<file path="src/rtl/down_counter_timer_if.sv">
// Control/status bundle for the loadable down-counter timer; the master drives
// the strobes and load value, the slave (timer) returns count and status.
interface down_counter_timer_if #(
  parameter int WIDTH = 4
);
  logic             enable;
  logic             load;
  logic [WIDTH-1:0] load_value;
  logic             auto_reload;
  logic [WIDTH-1:0] counter_out;
  logic             tc;
  logic             busy;
  logic             done;

  modport master (
    output enable,
    output load,
    output load_value,
    output auto_reload,
    input  counter_out,
    input  tc,
    input  busy,
    input  done
  );

  modport slave (
    input  enable,
    input  load,
    input  load_value,
    input  auto_reload,
    output counter_out,
    output tc,
    output busy,
    output done
  );
endinterface

</file>
<file path="src/rtl/down_counter_timer.sv">
// Loadable down-counter timer: one-shot or periodic terminal-count pulse; count,
// tc and state update one clock after load/enable; no backpressure, enable=0 freezes.
module down_counter_timer #(
  parameter int WIDTH = 4
) (
  input  logic                 clock,
  input  logic                 reset,
  down_counter_timer_if.slave  tmr
);

  localparam logic [1:0] ST_IDLE = 2'd0;
  localparam logic [1:0] ST_RUN  = 2'd1;
  localparam logic [1:0] ST_DONE = 2'd2;

  localparam logic [WIDTH-1:0] CNT_ZERO = '0;
  localparam logic [WIDTH-1:0] CNT_ONE  = {{(WIDTH-1){1'b0}}, 1'b1};

  logic [1:0]       state_q,  state_d;
  logic [WIDTH-1:0] count_q,  count_d;
  logic [WIDTH-1:0] reload_q, reload_d;
  logic             tc_q,     tc_d;

  always_comb begin
    state_d  = state_q;
    count_d  = count_q;
    reload_d = reload_q;
    tc_d     = 1'b0;

    if (tmr.load) begin
      // A zero load parks the timer in IDLE rather than producing a tc.
      reload_d = tmr.load_value;
      count_d  = tmr.load_value;
      state_d  = (tmr.load_value != CNT_ZERO) ? ST_RUN : ST_IDLE;
    end else if (tmr.enable) begin
      case (state_q)
        ST_RUN: begin
          if (count_q > CNT_ONE) begin
            count_d = count_q - CNT_ONE;
          end else if (count_q == CNT_ONE) begin
            count_d = CNT_ZERO;
            tc_d    = 1'b1;
            state_d = tmr.auto_reload ? ST_RUN : ST_DONE;
          end else if (tmr.auto_reload) begin
            // The zero cycle is the extra period slot: N+1 enabled cycles per tc.
            count_d = reload_q;
          end else begin
            state_d = ST_DONE;
          end
        end
        ST_IDLE, ST_DONE: begin
          state_d = state_q;
        end
        default: begin
          state_d = ST_IDLE;
        end
      endcase
    end
  end

  always_ff @(posedge clock or negedge reset) begin
    if (!reset) begin
      state_q  <= ST_IDLE;
      count_q  <= '0;
      reload_q <= '0;
      tc_q     <= 1'b0;
    end else begin
      state_q  <= state_d;
      count_q  <= count_d;
      reload_q <= reload_d;
      tc_q     <= tc_d;
    end
  end

  assign tmr.counter_out = count_q;
  assign tmr.tc          = tc_q;
  assign tmr.busy        = (state_q == ST_RUN);
  assign tmr.done        = (state_q == ST_DONE);

endmodule
</file>
<file path="src/flat_wrapper.sv">
// flat-port wrapper written by rule: the top's interface ports become plain ports
module down_counter_timer_flat 
#(
  parameter int WIDTH = 4
)
  (clock, reset, tmr_enable, tmr_load, tmr_load_value, tmr_auto_reload, tmr_counter_out, tmr_tc, tmr_busy, tmr_done);
  down_counter_timer_if #(.WIDTH(WIDTH)) tmr_i ();
  input  logic clock;
  input  logic reset;
  input wire logic [$bits(tmr_i.enable)-1:0] tmr_enable;
  input wire logic [$bits(tmr_i.load)-1:0] tmr_load;
  input wire logic [$bits(tmr_i.load_value)-1:0] tmr_load_value;
  input wire logic [$bits(tmr_i.auto_reload)-1:0] tmr_auto_reload;
  output wire logic [$bits(tmr_i.counter_out)-1:0] tmr_counter_out;
  output wire logic [$bits(tmr_i.tc)-1:0] tmr_tc;
  output wire logic [$bits(tmr_i.busy)-1:0] tmr_busy;
  output wire logic [$bits(tmr_i.done)-1:0] tmr_done;
  assign tmr_i.enable = tmr_enable;
  assign tmr_i.load = tmr_load;
  assign tmr_i.load_value = tmr_load_value;
  assign tmr_i.auto_reload = tmr_auto_reload;
  assign tmr_counter_out = tmr_i.counter_out;
  assign tmr_tc = tmr_i.tc;
  assign tmr_busy = tmr_i.busy;
  assign tmr_done = tmr_i.done;
  down_counter_timer #(.WIDTH(WIDTH)) u_core (.clock(clock), .reset(reset), .tmr(tmr_i));
endmodule
</file>
<file path="config.mk">
export PLATFORM = sky130hd
export DESIGN_NAME = down_counter_timer_flat
export DESIGN_NICKNAME = d
export VERILOG_FILES = /design/src/rtl/down_counter_timer_if.sv /design/src/rtl/down_counter_timer.sv /design/src/flat_wrapper.sv
export SDC_FILE = /design/constraint.sdc
export NUM_CORES = 1
export LEC_CHECK = 0
export CAP_MARGIN = 20
export CORE_MARGIN = 2
export CORE_UTILIZATION = 40
export CTS_CLUSTER_DIAMETER = 120
export DETAILED_ROUTE_END_ITERATION = 12
export PLACE_DENSITY = 0.68
export SYNTH_ARGS = -nofsm -noshare
export SYNTH_HDL_FRONTEND = slang
export SYNTH_SLANG_ARGS = --single-unit
</file>
<file path="constraint.sdc">
create_clock -name clock -period 1.5 [get_ports clock]
set_input_delay 0.3 -clock clock [delete_from_list [all_inputs] [get_ports clock]]
set_output_delay 0.3 -clock clock [all_outputs]
set_load 0.01 [all_outputs]
</file>
## Yosys cells after proc, flatten, opt, wreduce, memory -nomap -nowiden

Index checks and enable logic that the tools add are counted.

| storage, ports and cells | value |
|---|---|
| word-level logic and storage cells | 39 |
| flip-flop bits (word level) | 11 |
| bits of input ports | 9 |
| output and inout bits | 7 |

| operators by class | value |
|---|---|
| reductions and logical operators | 8 |
| multiplexer cells | 19 |
| eq/ne operators | 6 |
| magnitude comparators | 1 |
| add/subtract/negate cells | 1 |

Operators with widths:

| kind | count |
|---|---|
| 2-to-1 mux 4 bit | 6 |
| 2-to-1 mux 2 bit | 6 |
| nonzero test 4 bit | 2 |
| 2-to-1 mux 1 bit | 6 |
| equality test 4 x 1 -> 1 bit, second input constant | 1 |
| greater-than comparator 4 x 1 -> 1 bit, second input constant | 1 |
| inequality test 4 x 3 -> 1 bit, second input constant | 1 |
| one-hot mux 2 bit (2 select lines) | 1 |
| AND reduction 4 bit | 1 |
| nonzero test 2 bit | 2 |
| subtractor 4 x 1 -> 4 bit, second input constant | 1 |
| inequality test 3 bit, second input constant | 1 |
| AND reduction 3 bit | 1 |
| equality test 2 x 1 -> 1 bit, second input constant | 1 |
| equality test 2 bit, second input constant | 1 |
| zero test 2 bit | 1 |
| inequality test 2 bit, second input constant | 1 |
| OR reduction 2 bit | 1 |

## Logic depth before layout (Yosys ltp)

Gate-level depths: netlist of the first run.

| logic depth | value |
|---|---|
| word-level depth | 6 |
| mapped depth | 6 |
| gate-level depth less buffers | 6 |

## Least setup slack after synthesis of the first run

OpenSTA, ideal clock, no wires.

| timing | value |
|---|---|
| path kind | reg2reg |
| start | register u_core.count_q[1], in the netlist u_core.tmr.counter_out[1] |
| end | register u_core.count_q[3], in the netlist u_core.tmr.counter_out[3] |
| buffers on the path | 0 |
| cell stages (with the launch flop) | 7 |
| data required time | 1.426 ns |
| library setup time | 0.074 ns |
| arrival time | 1.420 ns |
| setup slack | 0.006 ns |
| clock period less this slack | 1.494 ns |
| cell sequence | dfrtp_1 inv_1 ha_1 nor4b_4 a21oi_2 a211o_1 o21ai_2 |

| on the way | value |
|---|---|
| word-level cells in the longest chain between the ends | 6 |
| elaborated cells between the ends (all ways) | 10 |
| those cells by class | add/sub (1); order compare (1); eq/ne (1); mux (5); reduce/logical (2) |

RTL lines:

| what | line | text |
|---|---|---|
| start: declaration | down_counter_timer.sv:19 | `logic [WIDTH-1:0] count_q, count_d;` |
| start signal: assignment | down_counter_timer.sv:68 | `count_q <= count_d;` |
| parallel branches: the longest is 6 deep, another holds subtractor 4 x 1 -> 4 bit | n/a |  |

Several ways; the timed one is not identified. The select of a mux whose other input is x is not followed.
A chain may end at the register's enable or synchronous reset.

## Worst setup path in the final report of the first run

| timing | value |
|---|---|
| start | register u_core.count_q[0], in the netlist u_core.tmr.counter_out[0] |
| end | register u_core.count_q[0], in the netlist u_core.tmr.counter_out[0] |

Same word-level chain as after synthesis.

==> results.sh, run 1 <==
export IMPL_cts_inserted_buffers=3
export IMPL_setup_worst_path_start_class="flip-flop"
export IMPL_mean_cell_area_of_the_mapped_netlist_um2=10.2
export IMPL_post_synthesis_instance_total=63
export IMPL_synth_ff_type="dfrtp_1"
export IMPL_finish_net_count=117
export IMPL_worst_endpoint_arrival_ns=1.73
export IMPL_finalHoldWorstSlack_ns=0.260
export IMPL_final_layout_size_suffix_gt1_share_pct=43.8
export IMPL_p_sw_share_pct=35.3
export IMPL_drv_max_cap_violation_count=0
export IMPL_fin_area_um2=1050
export IMPL_final_util_pct=69.6
export IMPL_hold_viol_final=0
export IMPL_synth_edff_count=0
export IMPL_wl_um=1730
export IMPL_clock_sinks=11
export IMPL_cts_hold_buffers_added=0
export IMPL_cts_tree="yes"
export IMPL_design_die_area_um2=1940
export IMPL_first_pass_iters=4
export IMPL_pwr_share_comb_pct=57.2
export IMPL_number_of_diodes=0
export IMPL_initial_antenna_violation_count=0
export IMPL_synth_top_area_share_pct=42.8
export IMPL_fin_tns_setup_ns=-0.255
export IMPL_post_synth_main_area_contributors="dfrtp_1 43%, nor2b_1 4.9%, inv_1 4.1%"
export IMPL_detail_route_wl_per_cell_um=14.3
export IMPL_fin_ws_ns=-0.0873
export IMPL_p_total_w=0.00140
export IMPL_drt_iter0_drc=23
export IMPL_finalMaxSlewViolations=0
export IMPL_detailroute_via_count=650
export IMPL_initial_core_util_pct=42.7
export IMPL_slew_headroom_pct=75.9
export IMPL_category_of_the_worst_setup_path_capture_point="flip-flop"
export IMPL_timing_final_crit_share_pct=106
export IMPL_layout_commonest_cell="buf_4"
export IMPL_top_level_ports=16
export IMPL_cts_root_buf="clkbuf_4"
export IMPL_post_dp_hpwl_um=1130
export IMPL_internal_power_w=0.000904
export IMPL_setup_violations_final=4
export IMPL_synth_seq_area_share_pct=42.8
export IMPL_grt_overflow_total=0
export IMPL_tightestPinTransition_ns=0.359
export IMPL_netlist_area_um2=643
export IMPL_grt_max_degree=7
export IMPL_first_global_vias=595
export IMPL_layout_min_cycle_time_ns=1.59
export IMPL_critPathRequiredTime_ns=1.64
export IMPL_core_area_um2=1510
export IMPL_ctsLongestPathBuffers=2
export IMPL_die_x_um=44.1
export IMPL_clk_insertion_delay_late_ns=0.27
export IMPL_standard_cell_rows=14
export IMPL_placement_cell_area_um2=911
export IMPL_powerDensity_nw_per_um2=1330
export IMPL_synth_area_leader_cell="dfrtp_1"
export IMPL_drc_violation_count_after_routing=0
export IMPL_grt_first_pass_wirelength_um=2580
export IMPL_clock_power_share_pct=14.9
export IMPL_p_sw_w=0.000492
export IMPL_via_per_inst=5.37
export IMPL_ys_seq_elements=11
export IMPL_violated_checks="setup timing"
export IMPL_yosys_warnings=0
export IMPL_reg2reg_setup_slack_ns=-0.09
export IMPL_cts_htree_levels=1
export IMPL_pwr_share_seq_pct=28.0
export IMPL_critical_path_slowest_cell="dfrtp_2"
export IMPL_outcome="finished with violations"
export IMPL_numPortBuffers=15
export IMPL_postSynthNetCount=74
export IMPL_syn2layout_area_growth_pct=63.0
export IMPL_cp_cell_sequence="inv_2, ha_4, nor4b_4, buf_4, buf_6, a222oi_1, mux2i_1"
export IMPL_slowest_delay_ns=0.41
export IMPL_rsz0062_at_grt="true"
export IMPL_min_path_type="input pin to async pin"
export IMPL_vdd_ir_drop_max_uv=1040
export IMPL_path_class="flip-flop to flip-flop"
export IMPL_crit_path_max_fanout=4
export IMPL_layout_common_cells="25 x buf_4, 11 x clkdlybuf4s50_1, 8 x dfrtp_1"
export IMPL_grt_usage_pct=18.6
export IMPL_ys_async_sr_fraction_pct=100
export IMPL_power_leakage_nw=0.491
export IMPL_clock_skew_final_ns=0.000241
export IMPL_synth_cell_types=30
export IMPL_gp_congestion=0.753
export IMPL_die_height_um=44.1
export IMPL_final_antenna_net_count=0
export IMPL_timing_fmax_mhz=630
export IMPL_clock_transition_at_the_register_clock_pins_on_the_worst_setup_and_hold_paths_after_cts_ns=0.07
kinds of logic after synthesis:
family | Yosys count | synth area share (%)
and+or+nand+nor | 21 | 22.4
AOI/OAI and AO/OA | 17 | 19.7
DFF | 11 | 42.8
buffers and inverters | 9 | 6.42
muxes | 3 | 4.86
adders and majority gates | 2 | 3.89
Yosys cell counts (2+ instances only):
master,instances
buf_4,2
nor2b_1,5
nor3_1,2
dfrtp_1,11
a222oi_1,2
mux2i_1,2
inv_1,7
o21ai_0,4
a21o_1,2
a21oi_2,2
nand2_1,4
ha_1,2
metal layers:
metal,part of all wire [%],wire length [um],vias up,global-route usage (%)
met3,6.4,111,7,2.45
met4,3.6,63,0,10.9
li1,-,-,313,-
met2,52,898,29,30.3
met5,0,0,-,0
met1,38,656,301,23.7
critical path: cells and delay by family (launching register included):
kind	cells	cell delay, ns
muxes	1	0.12
DFF	1	0.41
and+or+nand+nor	1	0.13
adders and majority gates	1	0.16
buffers and inverters	3	0.32
AOI/OAI and AO/OA	1	0.33
worst paths after layout:
kind | from | to | cells past startpoint
min in group clock | u_core.reload_q[3] | u_core.reload_q[3] | 1
max in group asynchronous | reset | u_core.tmr.counter_out[3] | 2
max reg2reg | u_core.tmr.counter_out[0] | u_core.tmr.counter_out[0] | 7
max | u_core.tmr.counter_out[0] | u_core.tmr.counter_out[0] | 7
min | reset | u_core.reload_q[2] | 1
min reg2reg | u_core.reload_q[3] | u_core.reload_q[3] | 1
timing repair:
item | in CTS | in global routing
pin swaps | 3 | 4
buffers inserted | 5 | 5
gates resized for setup | 14 | 6
endpoints found under the setup margin | 12 | 7
final cells by class:
| cell class | instances | area, um^2 |
|---|---|---|
| clock buffer | 4 | 26.3 |
| fill | 130 | 458 |
| inverter | 7 | 26.3 |
| multi-input combinational | 43 | 365 |
| sequential | 11 | 279 |
| tap | 16 | 20.0 |
| timing repair buffer | 40 | 332 |
registers in the layout (all words and copies together), names as in the netlist:
signal / flops
u_core.reload_q: 4
u_core.tmr.counter_out: 4
u_core.state_q: 2
u_core.tmr.tc: 1
through the flow:
stage	cells	setup slack [ns]
2_1_floorplan	63	0.00604
3_3_place_gp	107	-0.138
3_5_place_dp	107	-0.148
4_1_cts	116	-0.0195
5_1_grt	121	-0.153
6_report	121	-0.0873
power by group through the flow:
stage / clock [W] / combinational, W / sequential, W
finish: 0.000207 / 0.000798 / 0.000391
CTS: 0.000215 / 0.000662 / 0.000386
global route: 0.000227 / 0.000859 / 0.000400
detailed placement: 0 / 0.000577 / 0.000407
global placement: 0 / 0.000571 / 0.000406
floorplan: 0 / 0.000278 / 0.000419
Power figures use the tool's default switching activity.
==> run 2: changes to the inputs <==
- CAP_MARGIN: 20 -> default
- PLACE_DENSITY: 0.68 -> 0.67
- SLEW_MARGIN: default -> 20
==> results.sh, run 2 (synthesis gave the netlist of run 1 again) <==
export IMPL_die_height_um=44.1
export IMPL_drt_iter0_drc=24
export IMPL_finalMaxSlewViolations=0
export IMPL_design_die_area_um2=1940
export IMPL_grt_first_pass_wirelength_um=2580
export IMPL_post_dp_hpwl_um=1090
export IMPL_min_path_type="input pin to async pin"
export IMPL_core_area_um2=1510
export IMPL_ctsLongestPathBuffers=2
export IMPL_finish_net_count=113
export IMPL_gp_congestion=0.857
export IMPL_critical_path_top_delay_family="simple AND/OR/NAND/NOR gates"
export IMPL_path_class="flip-flop to flip-flop"
export IMPL_clock_transition_at_the_register_clock_pins_on_the_worst_setup_and_hold_paths_after_cts_ns=0.07
export IMPL_outcome="finished with violations"
export IMPL_rsz0062_at_grt="true"
export IMPL_cts_inserted_buffers=3
export IMPL_worst_endpoint_arrival_ns=1.75
export IMPL_clock_skew_final_ns=0.00324
export IMPL_top_level_ports=16
export IMPL_timing_fmax_mhz=640
export IMPL_slowest_delay_ns=0.37
export IMPL_vdd_ir_drop_max_uv=774
export IMPL_placed_cells=107
export IMPL_clock_sinks=11
export IMPL_cts_tree="yes"
export IMPL_final_layout_size_suffix_gt1_share_pct=39.6
export IMPL_drv_max_cap_violation_count=0
export IMPL_tightestPinTransition_ns=0.339
export IMPL_layout_min_cycle_time_ns=1.56
export IMPL_fin_tns_setup_ns=-0.167
export IMPL_wl_um=1610
export IMPL_category_of_the_worst_setup_path_capture_point="flip-flop"
export IMPL_violated_checks="setup timing"
export IMPL_die_x_um=44.1
export IMPL_seqCellArea_um2=279
export IMPL_syn2layout_area_growth_pct=57.0
export IMPL_number_of_diodes=0
export IMPL_powerDensity_nw_per_um2=1300
export IMPL_critPathRequiredTime_ns=1.68
export IMPL_multi_input_area_um2=359
export IMPL_first_pass_iters=4
export IMPL_grt_max_degree=12
export IMPL_fin_ws_ns=-0.0634
export IMPL_power_leakage_nw=0.473
export IMPL_setup_violations_final=3
export IMPL_detail_route_wl_per_cell_um=13.7
export IMPL_drc_violation_count_after_routing=0
export IMPL_cts_htree_levels=1
export IMPL_layout_common_cells="21 x buf_4, 10 x clkdlybuf4s50_1, 8 x dfrtp_1"
export IMPL_standard_cell_rows=14
export IMPL_timing_final_crit_share_pct=104
export IMPL_path_buf_inv=1
export IMPL_final_antenna_net_count=0
export IMPL_fin_cells=117
export IMPL_p_total_w=0.00131
export IMPL_setup_worst_path_start_class="flip-flop"
export IMPL_first_global_vias=588
export IMPL_clk_insertion_delay_late_ns=0.26
export IMPL_initial_core_util_pct=42.7
export IMPL_detailroute_via_count=616
export IMPL_crit_path_max_fanout=3
export IMPL_grt_overflow_total=0
export IMPL_layout_commonest_cell="buf_4"
export IMPL_hold_viol_final=0
export IMPL_initial_antenna_violation_count=0
export IMPL_critical_path_slowest_cell="dfrtp_1"
export IMPL_fill_cells=120
export IMPL_via_per_inst=5.26
export IMPL_cp_cell_sequence="inv_2, ha_4, nor4b_4, a21oi_2, nor2_4, mux2i_1"
export IMPL_finalHoldWorstSlack_ns=0.331
export IMPL_grt_usage_pct=18.8
export IMPL_slew_headroom_pct=77.2
export IMPL_numPortBuffers=15
export IMPL_cts_root_buf="clkbuf_4"
[run 2: changes by cell type in the layout (fill, tap and decap cells not counted), sizes merged]
cell	previous run	this run
clkdlybuf4s15	0	1
buf	26	21
clkdlybuf4s50	11	10
dlygate4sd2	2	3
[run 2: final cells by class]
cell class / instances / share of cell area, %
clock buffers: 4 / 2.60
repair buffers: 36 / 29.6
well taps: 16 / 1.98
inverters: 7 / 2.60
flip-flops and latches: 11 / 27.6
multi-input cells: 43 / 35.6
[run 2: through the flow]
stage / cell area [um^2] / setup slack, ns / utilization [%]
after floorplan: 643 / 0.00604 / -
after global placement: 911 / -0.113 / 60.5
after detailed placement: 911 / -0.143 / 60.5
after CTS: 970 / -0.0487 / 64.4
after global routing: 1010 / -0.145 / 67.0
final: 1010 / -0.0634 / 67.0
[run 2: layer usage]
layer  track usage (%)  vias up  wire, um
li1                  -      306         -
met1              22.2      283       693
met2              29.1       21       783
met3              8.57        6        93
met4              8.48        0        37
met5                 0        -         0
[run 2: what timing repair did]
| item | in CTS | in global routing |
|---|---|---|
| hold buffers | 0 | 0 |
| gates resized for setup | 12 | 7 |
| buffers inserted | 3 | 3 |
| pin swaps | 2 | 6 |
| setup endpoints to repair | 12 | 7 |
[run 2: final timing paths]
path | start | endpoint | slack, ns | cells past startpoint
worst min-delay path | reset | u_core.tmr.counter_out[1] | 0.33 | 2
min in group clock | u_core.reload_q[3] | u_core.reload_q[3] | 0.51 | 1
max in group asynchronous | reset | u_core.tmr.counter_out[3] | 1.00 | 2
worst max-delay path | u_core.tmr.counter_out[1] | u_core.tmr.counter_out[0] | -0.06 | 6
worst max register to register | u_core.tmr.counter_out[1] | u_core.tmr.counter_out[0] | -0.06 | 6
worst min register to register | u_core.reload_q[3] | u_core.reload_q[3] | 0.51 | 1
[run 2: power by group]
group | switching (W) | internal, W
combinational | 0.000317 | 0.000393
clock | 0.0000948 | 0.000103
sequential | 0.0000508 | 0.000354
==> run 3: changes to the inputs <==
- GPL_TIMING_DRIVEN: default -> 0
==> results.sh, run 3 (synthesis gave the netlist of run 1 again) <==
export IMPL_cts_htree_levels=1
export IMPL_number_of_diodes=0
export IMPL_setup_worst_path_start_class="flip-flop"
export IMPL_clock_sinks=11
export IMPL_grt_usage_pct=17.5
export IMPL_finalMaxSlewViolations=0
export IMPL_outcome="finished with violations"
export IMPL_gp_congestion=0.762
export IMPL_timing_final_crit_share_pct=102
export IMPL_grt_max_degree=12
export IMPL_numPortBuffers=14
export IMPL_first_pass_iters=4
export IMPL_violated_checks="setup timing"
export IMPL_hold_viol_final=0
export IMPL_clock_power_share_pct=15.8
export IMPL_topRoutingLayerUsed="met4"
export IMPL_powerDensity_nw_per_um2=1360
export IMPL_finish_net_count=102
export IMPL_top_level_ports=16
export IMPL_p_total_w=0.00128
export IMPL_core_area_um2=1510
export IMPL_drt_iter0_drc=13
export IMPL_drv_max_cap_violation_count=0
export IMPL_path_class="flip-flop to flip-flop"
export IMPL_grt_first_pass_wirelength_um=2350
export IMPL_cts_tree="yes"
export IMPL_fill_cells=131
export IMPL_fin_ws_ns=-0.0328
export IMPL_detailroute_wirelength_met3_um=100
export IMPL_clock_skew_final_ns=0.000887
export IMPL_initial_core_util_pct=42.7
export IMPL_standard_cell_rows=14
export IMPL_drc_violation_count_after_routing=0
export IMPL_clock_transition_at_the_register_clock_pins_on_the_worst_setup_and_hold_paths_after_cts_ns=0.07
export IMPL_detailroute_via_count=593
export IMPL_reg2reg_depth=6
export IMPL_pwr_share_comb_pct=53.2
export IMPL_layout_common_cells="11 x buf_4, 10 x clkdlybuf4s50_1, 8 x dfrtp_1"
export IMPL_design_die_area_um2=1940
export IMPL_vdd_ir_drop_max_uv=821
export IMPL_cts_inserted_buffers=3
export IMPL_layout_min_cycle_time_ns=1.53
export IMPL_rsz0062_at_grt="true"
export IMPL_crit_path_max_fanout=4
export IMPL_tightestPinTransition_ns=0.500
export IMPL_clk_insertion_delay_late_ns=0.27
export IMPL_min_path_type="input pin to async pin"
export IMPL_final_layout_size_suffix_gt1_share_pct=35.6
export IMPL_placed_cells=93
export IMPL_fin_tns_setup_ns=-0.0976
export IMPL_grt_overflow_total=0
export IMPL_met2_length_um=774
export IMPL_internal_power_w=0.000819
export IMPL_p_sw_share_pct=36.1
export IMPL_wl_um=1500
export IMPL_layout_commonest_cell="buf_4"
export IMPL_first_global_vias=552
export IMPL_cts_root_buf="clkbuf_4"
export IMPL_p_sw_w=0.000464
export IMPL_initial_antenna_violation_count=0
export IMPL_cp_cell_sequence="inv_4, ha_4, nor4b_4, a21oi_2, nor2_4, mux2i_1"
export IMPL_setup_violations_final=3
export IMPL_final_util_pct=62.8
export IMPL_pwr_share_seq_pct=31.1
export IMPL_critical_path_startpoint="u_core.tmr.counter_out[0]"
export IMPL_final_antenna_net_count=0
export IMPL_critPathRequiredTime_ns=1.70
export IMPL_ctsLongestPathBuffers=2
export IMPL_die_x_um=44.1
export IMPL_reg2reg_setup_slack_ns=-0.03
export IMPL_routedLengthMet1_um=609
export IMPL_syn2layout_area_growth_pct=47.1
export IMPL_power_leakage_nw=0.420
export IMPL_detail_route_wl_per_cell_um=14.2
export IMPL_r2r_start="u_core.tmr.counter_out[0]"
export IMPL_slew_headroom_pct=66.6
export IMPL_category_of_the_worst_setup_path_capture_point="flip-flop"
export IMPL_fin_cells=106
export IMPL_die_height_um=44.1
export IMPL_post_dp_hpwl_um=1020
export IMPL_slowest_delay_ns=0.46
export IMPL_worst_endpoint_arrival_ns=1.73
export IMPL_via_per_inst=5.59
export IMPL_worstReg2RegEnd="u_core.tmr.counter_out[1]"
export IMPL_dpl_worst_slack_ns=-0.130
export IMPL_timing_fmax_mhz=652
export IMPL_critical_path_slowest_cell="dfrtp_2"
-- run 3: changes by cell type in the layout (fill, tap and decap cells not counted), sizes merged --
cell / previous run / this run
dlygate4sd2: 3 / 4
clkdlybuf4s15: 1 / 0
buf: 21 / 11
clkbuf: 5 / 4
-- run 3: critical path: cells and delay by family (launching register included) --
kind | cells | cell delay (ns)
compound gates | 1 | 0.15
fa+ha+maj | 1 | 0.14
buf+inv | 1 | 0.08
flops | 1 | 0.46
mux | 1 | 0.20
simple gates | 2 | 0.44
-- run 3: per-layer routing --
layer  vias up  GRT usage [%]
met5         -              0
met4         0           9.09
met3         4           9.39
met2        24           27.1
met1       284           19.5
li1        281              -
-- run 3: area by class of cell --
class	count	area (um^2)	area share (%)
Sequential cell	11	279	29.5
Buffer	2	15.0	1.59
Clock buffer	4	26.3	2.78
Timing Repair Buffer	23	203	21.4
Multi-Input combinational cell	43	374	39.6
Tap cell	16	20.0	2.12
Inverter	7	28.8	3.04
-- run 3: worst max-delay path by stage --
stage                                           end  depth (start not counted)
after CTS                 u_core.tmr.counter_out[1]                          6
after floorplan           u_core.tmr.counter_out[3]                          6
final                     u_core.tmr.counter_out[1]                          6
after global placement    u_core.tmr.counter_out[0]                          6
after detailed placement  u_core.tmr.counter_out[1]                          6
after global routing      u_core.tmr.counter_out[3]                          6
-- run 3: power groups by stage --
stage | registers (W) | logic [W] | clock network, W
6_report | 0.000399 | 0.000682 | 0.000202
3_5_place_dp | 0.000411 | 0.000466 | 0
3_3_place_gp | 0.000408 | 0.000459 | 0
5_1_grt | 0.000407 | 0.000744 | 0.000234
4_1_cts | 0.000398 | 0.000601 | 0.000208
2_1_floorplan | 0.000419 | 0.000278 | 0
-- run 3: through the flow --
stage	cell area [um^2]	hold WS [ns]
after floorplan	643	0.00441
after global placement	803	0.492
after detailed placement	803	0.499
after CTS	898	0.375
after global routing	946	0.387
final	946	0.364
-- run 3: repair_timing --
action	in CTS	in global routing
buffers inserted	6	3
endpoints found under the setup margin	11	7
hold buffers	0	0
pin swaps	4	4
gates resized for setup	13	6
==> RTL edit 1 (config.mk and constraints of run 2) <==
`WIDTH` is set to 4 in 3 places; all go to 6.
--- a/src/rtl/down_counter_timer_if.sv
+++ b/src/rtl/down_counter_timer_if.sv
@@ -3,3 +3,3 @@
 interface down_counter_timer_if #(
-  parameter int WIDTH = 4
+  parameter int WIDTH = 6
 );
--- a/src/rtl/down_counter_timer.sv
+++ b/src/rtl/down_counter_timer.sv
@@ -3,3 +3,3 @@
 module down_counter_timer #(
-  parameter int WIDTH = 4
+  parameter int WIDTH = 6
 ) (
--- a/src/flat_wrapper.sv
+++ b/src/flat_wrapper.sv
@@ -3,3 +3,3 @@
 #(
-  parameter int WIDTH = 4
+  parameter int WIDTH = 6
 )
Interface: changed (resized tmr_counter_out and tmr_load_value); port bits go from 16 to 20. No check against the original RTL was run, so the function may have changed too.
==> RTL edit 1 against run 2 <==
The flow still finishes with violations (negative setup slack). Combinational power down 19%. Area after synthesis up 45%. Total power down 1.4%. Worst setup slack worse by 0.081 ns. Final area up 49%. Sequential cell count up 4. Worst hold slack worse by 0.0077 ns. Via count up 64%. Routed wire length up 70%. Synthesized cell count up 63%. Global-route usage up 4.2 points. Clock skew down 0.0020 ns.
==> RTL edit 1: results (changes against run 2) <==
stage,metric,value,unit,change
status,status,"complete, but fails checks",,unchanged
status,violated checks,negative setup slack,,unchanged
grt,met2 Track Usage GR,0.376,,was 0.291
synthesis,"top cells by count, synth","dfrtp_1 (15), nand2_1 (13), inv_1 (10)",,"was dfrtp_1 (11), inv_1 (7), nor2b_1 (5)"
finish,Nets,167,,was 113
grt,GR Util met3,0.0429,,was 0.0857
finish,fill count,185,,was 120
power,VDD IR max,0.486,mV,was 0.774 mV
grt,largest net degree at the start of global routing,17,,was 12
critical_path,critical path arrival,1.82,ns,was 1.75 ns
grt,M1 GR Usage,0.301,,was 0.222
routing,DR pass1 iterations,4,,unchanged
place,I/O Buffers,19,,was 15
sta,setup ws final,-0.144,ns,was -0.0634 ns
routing,DRT iter0 DRCs,28,,was 24
synthesis,sequential-to-total area share from yosys stat,0.404,,was 0.428
grt,first-pass GRT wire length,4530,µm,was 2580 µm
synthesis,top_reg_cell synth,dfrtp_1,,unchanged
routing,Detailed Route WL,2740,µm,was 1610 µm
synthesis,Synthesized Nets,116,,was 74
grt,total track usage,0.230,,was 0.188
synthesis,post-synthesis cell type count,36,,was 30
hold_path,Worst Hold Class,input pin to asynchronous set/reset pin,,unchanged
sta,clk_skew,0.00121,ns,was 0.00324 ns
critical_path,crit path max fanout,4,,was 3
place,final RePlAce weighted congestion,0.988,,was 0.857
power,Leakage,0.657,nW,was 0.473 nW
place,HPWL Detailed,2010,µm,was 1090 µm
place,pre-CTS setup slack,-0.255,ns,was -0.143 ns
synthesis,synth top area cells,"dfrtp_1 (40%), nand2_1 (5.2%), o21ai_0 (4.3%)",,"was dfrtp_1 (43%), nor2b_1 (4.9%), inv_1 (4.1%)"
grt,vias in the first global route,984,,was 588
sta,measured slew at the worst slew-check pin,0.323,ns,was 0.339 ns
cts,clk slew on worst S/H paths,0.09,ns,was 0.07 ns
sta,Finish-stage setup viols,8,,was 3
cts,clock sink count,15,,was 11
RTL edit 1: logic make-up (layout without fill, tap and decap cells):
family / Yosys count / after routing / synth area share
mux: 1 / 1 / 0.0121
flops: 15 / 15 / 0.404
simple gates: 40 / 40 / 0.257
fa+ha+maj: 2 / 2 / 0.0269
buf+inv: 12 / 62 / 0.0485
compound gates: 33 / 33 / 0.252
RTL edit 1: where the power goes:
group          switching, mW  leakage [nW]  internal (mW)
Sequential            0.0383         0.178          0.450
Combinational          0.276         0.464          0.298
Clock                  0.129        0.0150          0.103
RTL edit 1: metal layers:
metal | vias to the layer above | share of wire
met1 | 482 | 0.43
li1 | 477 | -
met2 | 43 | 0.49
met4 | 0 | 0.022
met3 | 10 | 0.057
met5 | - | 0
RTL edit 1: final cells by class:
cell class | count | area, µm² | area share
multi-input combinational | 76 | 606 | 0.403
timing repair buffer | 48 | 414 | 0.276
sequential | 15 | 382 | 0.254
inverter | 10 | 40.0 | 0.0266
tap | 28 | 35.0 | 0.0233
clock buffer | 4 | 26.3 | 0.0175
RTL edit 1: path summary, 6_finish.rpt:
check	startpoint	end	slack [ns]	depth (start not counted)
worst max-delay path	u_core.tmr.counter_out[4]	u_core.tmr.counter_out[0]	-0.14	4
max in group asynchronous	reset	u_core.tmr.counter_out[0]	0.98	2
worst min register to register	u_core.reload_q[1]	u_core.reload_q[1]	0.54	2
min in group clock	u_core.reload_q[1]	u_core.reload_q[1]	0.54	2
worst max register to register	u_core.tmr.counter_out[4]	u_core.tmr.counter_out[0]	-0.14	4
worst min-delay path	reset	u_core.reload_q[3]	0.32	2
RTL edit 1: per-stage QoR:
| stage | instances | cell area (µm²) |
|---|---|---|
| 2_1_floorplan | 103 | 975 |
| 3_3_place_gp | 171 | 1370 |
| 3_5_place_dp | 171 | 1370 |
| 4_1_cts | 180 | 1480 |
| 5_1_grt | 181 | 1500 |
| 6_report | 181 | 1500 |
RTL edit 1: worst max-delay path, stage by stage (launching register included):
cell	delay, ns
dfrtp_2	0.42
or3_4	0.42
nor4b_4	0.32
a211oi_1	0.12
o31ai_1	0.26
RTL edit 1: what timing repair did:
action / CTS / global route
buffers inserted: 5 / 2
endpoints found under the setup margin: 15 / 9
hold buffers: 0 / 0
resized for setup: 21 / 5
pin swaps: 10 / 4
==> RTL edit 2 (config.mk and constraints of run 2) <==
Made on the original files. Make the reset (`reset`) synchronous in one clocked block.
--- a/src/rtl/down_counter_timer.sv
+++ b/src/rtl/down_counter_timer.sv
@@ -59,3 +59,3 @@
 
-  always_ff @(posedge clock or negedge reset) begin
+  always_ff @(posedge clock) begin
     if (!reset) begin
Check against the original RTL: differs if reset is asserted again (counterexample within 4 cycles, from zero or initial values and one cycle with reset low); with reset held inactive, the same outputs for 10 cycles.
==> RTL edit 2 against run 2 <==
Clock power grew 5%. Worst setup slack better by 0.13 ns. Total power decreased by 31%. Sequential cell count did not move. Final area rose by 6.1%. Area after synthesis rose by 3.3%. Routed wire length rose by 22%. Core utilization grew 3.3 points. Critical path type unchanged. Critical endpoint is now u_core.tmr.counter_out[1].
==> RTL edit 2: results (changes against run 2) <==
stage,metric,value,unit,change
routing,Via Count,723,,was 616
finish,ClkCell Share,0.0245,,was 0.0260
status,status,finished clean,,"was complete, but fails checks"
finish,#MultiIn Comb,61,,was 43
place,cell count after placement,127,,was 107
grt,total track usage,0.223,,was 0.188
grt,first-pass GRT wire length,3180,µm,was 2580 µm
synthesis,syn avg cell area,8.30,µm²,was 10.2 µm²
power,Leakage,0.490,nW,was 0.473 nW
finish,non-clk buf share,0.292,,was 0.296
grt,met2 Track Usage GR,0.357,,was 0.291
routing,drt wl/cell,14.5,µm,was 13.7 µm
finish,fill count,130,,was 120
finish,Non-clk bufs,37,,was 36
routing,routed length on met3,96,µm,was 93 µm
place,HPWL Detailed,1380,µm,was 1090 µm
critical_path,slowest CP cell,dfxtp_1,,was dfrtp_1
grt,M1 GR Usage,0.269,,was 0.222
critical_path,critical path arrival,1.65,ns,was 1.75 ns
place,pre-CTS setup slack,-0.365,ns,was -0.143 ns
synthesis,async set-reset flop share out of synthesis,0,,was 1.00
synthesis,top_reg_cell synth,dfxtp_1,,was dfrtp_1
hold_path,Worst Hold Class,register to register,,was input pin to asynchronous set/reset pin
critical_path,largest stage delay on the critical path,0.33,ns,was 0.37 ns
synthesis,synth top area cells,"dfxtp_1 (33%), nor2b_1 (9.4%), mux2i_1 (7.5%)",,"was dfrtp_1 (43%), nor2b_1 (4.9%), inv_1 (4.1%)"
finish,sequential cell area share,0.207,,was 0.276
sta,measured slew at the worst slew-check pin,0.339,ns,about the same
routing,met2 WL,926,µm,was 783 µm
routing,DRT iter0 DRCs,14,,was 24
finish,area of the multi-input gates,468,µm²,was 359 µm²
power,switching part of the total,0.324,,was 0.353
grt,vias in the first global route,749,,was 588
sta,clk_skew,0.00577,ns,was 0.00324 ns
synthesis,Synthesized Nets,91,,was 74
-- RTL edit 2: worst paths after layout --
| check | slack, ns | to | from |
|---|---|---|---|
| worst max-delay path | 0.06 | u_core.tmr.counter_out[1] | u_core.tmr.counter_out[1] |
| worst min-delay path | 0.52 | u_core.reload_q[1] | u_core.reload_q[1] |
| worst max register to register | 0.06 | u_core.tmr.counter_out[1] | u_core.tmr.counter_out[1] |
| worst min register to register | 0.52 | u_core.reload_q[1] | u_core.reload_q[1] |
-- RTL edit 2: power groups by stage --
stage	clock network [mW]	logic [mW]	registers, mW
final	0.208	0.365	0.334
after global routing	0.225	0.395	0.338
after CTS	0.215	0.335	0.332
after detailed placement	0	0.318	0.338
after global placement	0	0.316	0.338
after floorplan	0	0.150	0.348
-- RTL edit 2: through the flow --
step                setup TNS, ns  power [mW]  hold WS (ns)  instance area [µm²]
detailed placement          -1.58       0.656         0.500                  961
global placement            -1.43       0.653         0.494                  961
global route               -0.120       0.958         0.548                 1070
CTS                             0       0.883         0.518                 1030
floorplan                       0       0.498         0.446                  664
finish                          0       0.908         0.522                 1070
-- RTL edit 2: what timing repair did --
action | CTS | global route
pin swaps | 1 | 3
resized for setup | 12 | 9
buffers inserted | 4 | 0
endpoints found under the hold margin | 0 | 0
setup endpoints to repair | 10 | 6
-- RTL edit 2: worst register-to-register path, cell delays in order, from the launching register on --
cell and delay, ns:
dfxtp_1 0.33, inv_1 0.06, ha_1 0.21, nand2b_2 0.24, nor4_2 0.27, a222oi_1 0.15
nor2_1 0.12
-- RTL edit 2: logic make-up after synthesis --
family	after synthesis	share of synthesized area
and+or+nand+nor	33	0.284
buffers and inverters	8	0.0471
adders and majority gates	2	0.0377
AOI/OAI and AO/OA	21	0.224
muxes	5	0.0753
DFF	11	0.331
